**src/rtl/lcd_busy_reader.sv**
```systemverilog
// Read-side engine for an HD44780-style LCD bus: BF/AC or data-RAM read cycles,
// with an optional busy-flag poll loop bounded by POLL_MAX reads.
module lcd_busy_reader #(
    parameter int T_AS     = 2,
    parameter int T_EN     = 25,
    parameter int T_HOLD   = 2,
    parameter int T_GAP    = 50,
    parameter int POLL_MAX = 2000
) (
    input  logic       clk,
    input  logic       rst,
    input  logic       rd_req,
    input  logic       rd_rs,
    input  logic       poll_mode,
    input  logic [7:0] lcd_data_in,
    output logic       lcd_rs,
    output logic       lcd_rw,
    output logic       lcd_en,
    output logic       bus_release,
    output logic       active,
    output logic       rd_done,
    output logic [7:0] rd_data,
    output logic       busy_flag,
    output logic [6:0] addr_cnt,
    output logic       timeout
);

    localparam int PH_A   = (T_AS > T_EN) ? T_AS : T_EN;
    localparam int PH_B   = (T_HOLD > T_GAP) ? T_HOLD : T_GAP;
    localparam int PH_MAX = (PH_A > PH_B) ? PH_A : PH_B;
    localparam int PW     = $clog2(PH_MAX + 1);
    localparam int CW     = $clog2(POLL_MAX + 1);

    localparam logic [PW-1:0] AS_LAST    = PW'(T_AS - 1);
    localparam logic [PW-1:0] EN_LAST    = PW'(T_EN - 1);
    localparam logic [PW-1:0] HOLD_LAST  = PW'(T_HOLD - 1);
    localparam logic [PW-1:0] GAP_LAST   = PW'(T_GAP - 1);
    localparam logic [CW-1:0] POLL_LIMIT = CW'(POLL_MAX);

    typedef enum logic [2:0] {
        IDLE,
        SETUP,
        EN_HI,
        HOLD,
        GAP,
        DONE
    } state_t;

    state_t        state;
    state_t        next_state;
    logic [PW-1:0] phase;
    logic [PW-1:0] phase_next;
    logic [CW-1:0] poll_cnt;
    logic          rs_lat;
    logic          poll_lat;
    logic          rs_next;
    logic          poll_next;
    logic          accept;
    logic          sample;
    logic          set_timeout;
    logic          bus_own_next;

    always_comb begin
        next_state  = state;
        phase_next  = phase + 1'b1;
        rs_next     = rs_lat;
        poll_next   = poll_lat;
        accept      = 1'b0;
        sample      = 1'b0;
        set_timeout = 1'b0;
        case (state)
            IDLE: begin
                phase_next = '0;
                if (rd_req) begin
                    next_state = SETUP;
                    accept     = 1'b1;
                    rs_next    = rd_rs;
                    poll_next  = poll_mode & ~rd_rs;
                end
            end
            SETUP: begin
                if (phase == AS_LAST) begin
                    next_state = EN_HI;
                    phase_next = '0;
                end
            end
            EN_HI: begin
                if (phase == EN_LAST) begin
                    next_state = HOLD;
                    phase_next = '0;
                    sample     = 1'b1;
                end
            end
            HOLD: begin
                // busy_flag already holds the value sampled at the end of EN_HI
                if (phase == HOLD_LAST) begin
                    phase_next = '0;
                    if (poll_lat && busy_flag) begin
                        if (poll_cnt < POLL_LIMIT) begin
                            next_state = GAP;
                        end else begin
                            next_state  = DONE;
                            set_timeout = 1'b1;
                        end
                    end else begin
                        next_state = DONE;
                    end
                end
            end
            GAP: begin
                if (phase == GAP_LAST) begin
                    next_state = SETUP;
                    phase_next = '0;
                end
            end
            DONE: begin
                next_state = IDLE;
                phase_next = '0;
            end
            default: begin
                next_state = IDLE;
                phase_next = '0;
            end
        endcase
        bus_own_next = (next_state == SETUP) || (next_state == EN_HI) || (next_state == HOLD);
    end

    // Bus outputs are decoded from the next state so every pin comes straight from a flop.
    always_ff @(posedge clk) begin
        if (rst) begin
            state       <= IDLE;
            phase       <= '0;
            poll_cnt    <= '0;
            rs_lat      <= 1'b0;
            poll_lat    <= 1'b0;
            lcd_rs      <= 1'b0;
            lcd_rw      <= 1'b0;
            lcd_en      <= 1'b0;
            bus_release <= 1'b0;
            active      <= 1'b0;
            rd_done     <= 1'b0;
            rd_data     <= '0;
            busy_flag   <= 1'b0;
            addr_cnt    <= '0;
            timeout     <= 1'b0;
        end else begin
            state       <= next_state;
            phase       <= phase_next;
            rs_lat      <= rs_next;
            poll_lat    <= poll_next;
            lcd_rs      <= bus_own_next & rs_next;
            lcd_rw      <= bus_own_next;
            bus_release <= bus_own_next;
            lcd_en      <= (next_state == EN_HI);
            active      <= (next_state != IDLE);
            rd_done     <= (next_state == DONE);
            if (accept) begin
                timeout  <= 1'b0;
                poll_cnt <= '0;
            end
            if (sample) begin
                rd_data <= lcd_data_in;
                if (!rs_lat) begin
                    busy_flag <= lcd_data_in[7];
                    addr_cnt  <= lcd_data_in[6:0];
                end
                if (poll_cnt != POLL_LIMIT) begin
                    poll_cnt <= poll_cnt + 1'b1;
                end
            end
            if (set_timeout) begin
                timeout <= 1'b1;
            end
        end
    end

endmodule

```
**config.mk**
```make
export PLATFORM = sky130hd
export DESIGN_NAME = lcd_busy_reader
export DESIGN_NICKNAME = d
export VERILOG_FILES = /design/src/rtl/lcd_busy_reader.sv
export SDC_FILE = /design/constraint.sdc
export NUM_CORES = 1
export LEC_CHECK = 0
export CAP_MARGIN = 20
export CORE_UTILIZATION = 30
export CTS_CLUSTER_DIAMETER = 200
export DETAILED_ROUTE_END_ITERATION = 10
export DONT_BUFFER_PORTS = 1
export SETUP_SLACK_MARGIN = 0.3
export SYNTH_ARGS = -nofsm -noshare
export SYNTH_HDL_FRONTEND = slang
export SYNTH_SLANG_ARGS = --single-unit
```
**constraint.sdc**
```tcl
create_clock -name clk -period 5.1 [get_ports clk]
set_clock_uncertainty 0.2 [all_clocks]
set_input_delay 1.275 -clock clk [delete_from_list [all_inputs] [get_ports clk]]
set_output_delay 1.275 -clock clk [all_outputs]
set_load 0.01 [all_outputs]
```
Word level (Yosys, flattened, before mapping):

Index checks and enable logic that the tools add are counted.

* flip-flop bits (word level): 44
* input port bits: 13
* word-level logic and storage cells: 69

* $add $sub $neg: 2
* magnitude comparators: 1
* equal/unequal tests: 12
* multiplexer cells: 27
* bitwise logic cells: 4
* reduce and logical (&&, ||, !) cells: 9

Operators by type and width (number)
* $mux W11: 3
* $mux W3: 6
* $mux W6: 3
* $pmux W6 S3: 1
* $pmux W3 S5: 1
* $mux W1: 13
* $eq A3 B2 Y1 const B: 4
* $add A11 B1 Y11 const B: 1
* $lt A11 B11 Y1 const B: 1
* $ne A11 B11 Y1 const B: 1
* $add A6 B1 Y6 const B: 1
* $eq A3 B1 Y1 const B: 2
* $eq A3 B3 Y1 const B: 2
* $eq A6 B1 Y1 const B: 1
* $eq A6 B5 Y1 const B: 1
* $eq A6 B6 Y1 const B: 1
* $reduce_and A2 Y1: 2
* $logic_not A3 Y1: 1
* $reduce_bool A3 Y1: 1
* $and A1 B1 Y1: 2
* $logic_or A1 B1 Y1: 2
* $not A1 Y1: 2
* $reduce_bool A2 Y1: 1
* $reduce_or A2 Y1: 1
* $logic_and A1 B1 Y1: 1

Longest topological paths before layout:

* depth after elaboration: 9
* mapped depth: 9
* depth with buffers taken out: 6

Worst setup path before layout:

Ideal clock, no wire load.

* kind: input to register
* start: in rd_req
* end: reg poll_cnt[0]
* setup time: 130 ps
* arrival time: 2200 ps
* path slack: 2570 ps
* stages on the path: 4
* path buffers: 1
* cells stage by stage: nor4b_2 or2_2 buf_1 a21oi_1

* word-level cells in the longest chain between the ends: 5

RTL lines
* from (decl): line 12 `input logic rd_req,`
* $mux W1 (*): line 74 `if (rd_req) begin`
* $mux W1 (*): line 71 `case (state)`
* $mux W11 (*): line 157 `if (accept) begin`
* $mux W11: line 167 `if (poll_cnt != POLL_LIMIT) begin`
* $mux W11 (*): line 161 `if (sample) begin`
* to (signal assigned): line 168 `poll_cnt <= poll_cnt + 1'b1;`
* to (decl): line 53 `logic [CW-1:0] poll_cnt;`

Mark *: on every way between the ends. The rest lies on a longest branch, timed or not.
A chain may end at the register's enable or synchronous reset.

Worst setup path after layout:

* start: reg phase[0]
* end: reg lcd_rs

* word-level cells in the longest chain between the ends: 7
* elaborated cells on any way between the ends: 14
* those cells by class: eq/ne: 6; mux: 5; bitwise: 1; reduce/logical: 2

RTL lines
* from (decl): line 51 `logic [PW-1:0] phase;`
* from (signal assigned): line 148 `phase <= phase_next;`
* $eq A6 B6 Y1 (tied with other cells): line 111 `if (phase == GAP_LAST) begin`
* $mux W3 (on tied branches)
* $pmux W3 S5 (*): line 71
* $eq A3 B1 Y1 or $eq A3 B2 Y1 (tied branches): line 125 `bus_own_next = (next_state == SETUP) || (next_state == EN_HI) || (next_state == HOLD);`
* $logic_or A1 B1 Y1: line 125
* $logic_or A1 B1 Y1 (*): line 125
* $and A1 B1 Y1 (*): line 151 `lcd_rs <= bus_own_next & rs_next;`
* to (signal assigned): line 151
* to (decl): line 16 `output logic lcd_rs,`

Marked as above.

==> run metrics <==
status=finished with violations; failing checks=DRC; global route overflow=0; crit path buf inv count=0; Final period util=50.5%; Setup crit end kind=register; Final Hold Viols=0; port buffer count=0; Syn Area/Cell=about 8.5 µm²; final layout net count=roughly 250; Die Span Y=84.9 µm; FP Rows=29; CTS max path bufs=2; CP startpoint kind=register; CP Data Required Time=5070 ps; Critical Path Start=phase[0]; initial antenna violation count=0; hold_buf cts=0; flop2flop setup slack=2530 ps; Synth Instances=243; fmax=~390 MHz; DRT iter0 DRCs=95; hold worst-path end=poll_lat; CTS Buf Count=5; root buf cell=clkbuf_8; design area=around 2200 µm²; Syn. warnings=0; RSZ-0062 raised after global routing=false; Synth async-reset ratio=0%; critical-path cell list=ha_1 > or3b_2 > o211ai_1 > o21ai_0 > a2111oi_0; WL final=4400 µm; Inserted Diodes=0; clock slew at the register clock pins of the worst setup and hold paths=90 ps; routed wire length per instance=14.0 µm; reg2reg end=lcd_rs; htree depth=2; final setup margin=2530 ps; Max Transition Viols Final=0; TritonCTS Sinks=44; setup_tns=0 ps; PD cells=about 280 nW/µm²; Worst Reg-to-Reg Cells=5; Synth Cell Area=a little over 2000 µm²; drt first pass iters=9; Leakage Power=0.000628 µW; worst hold path type=register to register; total track usage=approximately an eighth; GPL Wtd Cong=0.805; reg-to-reg startpoint=phase[0]; Layout Area Growth over Synthesis=5.83%; Post-DP HPWL=about 3100 µm; CTS tree=yes; Peak VDD IR=0.000151 V; hold path start=poll_lat; vias in the first global route=approximately 1600; Routed Antenna Nets=0; worst-margin pin slew=883 ps; die area=7200 µm²; hold-critical path depth=2; Tmin final=2570 ps; DIE WIDTH=84.9 µm; Placed Instance Area=~2100 µm²; Seq cells post-synth=44; Primary FF master, synth=dfxtp_1; WP data arrival=2540 ps; Clock Latency Late Sink=roughly 300 ps; total I/O pin count=36; Syn Nets=261; Via density=5.35; Setup CP Type=register to register; Largest delay share family, worst path=compound AO/OA/AOI/OAI gates; register area share after synthesis=42.7%; Max Cap Viol=0; Setup-failing EPs final=0; DR vias=1680; Place WS=about 2500 ps; slew margin rel.=roughly two fifths; DRC viols=2; Post-synth EDFFs=0; largest net degree at the start of global routing=35; CP max stage cell=o211ai_1; layout cells sized above 1=6.75%; Core ar.=approximately 6500 µm²; setup bufs post-CTS=0; Cell variety after synth=48; Power, Total=614 µW; Crit Path Max Fanout=8; first-pass GRT wire length=7690 µm; Worst path max stage delay=between 500 and 600 ps; cts repair resizes=0; Initial Utilization=a little under a third
[synth_stat cells (all sizes together), types with 3 or more instances]
cell	n	area, µm²
nand4	3	18.8
or3b	3	26.3
a211oi	7	52.6
nor2	10	37.5
buf	6	40.0
inv	8	30.0
a21oi	30	150
nand2	32	120
o211ai	3	22.5
nand2b	5	31.3
ha	5	62.6
and4	3	26.3
or3	5	36.3
clkbuf	8	30.0
o21ai	17	85.1
or4	7	56.3
nand3	8	40.0
nor3	3	20.0
o31ai	5	37.5
xnor2	3	26.3
dfxtp	44	881
nor3b	4	30.0
[metal layers]
layer | vias to the layer above | part of all wire, % | GRT usage, %
li1 | 867 | - | -
met1 | 758 | 46 | 17.0
met2 | 48 | 46 | 21.0
met3 | 7 | 5.2 | 3.40
met4 | 0 | 2.0 | 6.78
met5 | - | 0 | 0
[worst register-to-register path, cell delays in order (launching register included)]
cell       delay [ps]
dfxtp_1           400
ha_1              180
or3b_2            490
o211ai_1          520
o21ai_0           230
a2111oi_0         420
[power by group]
group,switching (µW),internal [µW],total (µW)
Combinational,17.3,12.7,30.0
Sequential,8.12,348,356
Clock,128,99.9,228
Total,153,461,614
[cells in the final DEF (no fill, tap or decap), drive strengths merged, types with 4 or more instances in the layout]
cell / n
a211oi: 7
a21oi: 30
clkbuf: 5
dfxtp: 44
ha: 5
inv: 10
nand2: 32
nand2b: 5
nand3: 8
nor2: 10
nor3b: 4
o21ai: 17
o31ai: 5
or3: 5
or4: 7
[kinds of logic after synthesis]
| kind of cell | after synthesis | share of synthesized area (%) |
|---|---|---|
| xor gates and xnor gates | 5 | 2.13 |
| and+or+nand+nor | 93 | 25.4 |
| DFF | 44 | 42.7 |
| buffers and inverters | 22 | 4.86 |
| AOI/OAI and AO/OA | 72 | 20.8 |
| muxes | 2 | 0.972 |
| adders and majority gates | 5 | 3.04 |
[state kept, by name, indices dropped and copies added, names as in the netlist, 3 cells and up]
name	flops
state	3
poll_cnt	11
phase	6
addr_cnt	7
rd_data	8
[worst max path at each step]
stage          slack (ps)           to  cells past startpoint
6_report             2530       lcd_rs                      5
5_1_grt              2310       lcd_rs                      5
4_1_cts              2500       lcd_rs                      5
3_5_place_dp         2470       lcd_en                      3
3_3_place_gp         2530  poll_cnt[6]                      3
2_1_floorplan        2570  poll_cnt[0]                      4
[cell type report]
class | instances | area, µm²
fill | 673 | 4310
multi-input combinational | 177 | 1080
sequential | 44 | 881
tap | 77 | 96.3
clock buffer | 5 | 68.8
inverter | 8 | 30.0
clock inverter | 3 | 25.0
[per-stage QoR]
stage | hold slack, ps | instances | util [%]
after floorplan | 260 | 243 | -
after global placement | 279 | 306 | 32.1
after detailed placement | 284 | 306 | 32.1
after CTS | 299 | 314 | 33.6
after global routing | 315 | 314 | 33.6
final | 291 | 314 | 33.6
Power figures use the tool's default switching activity.
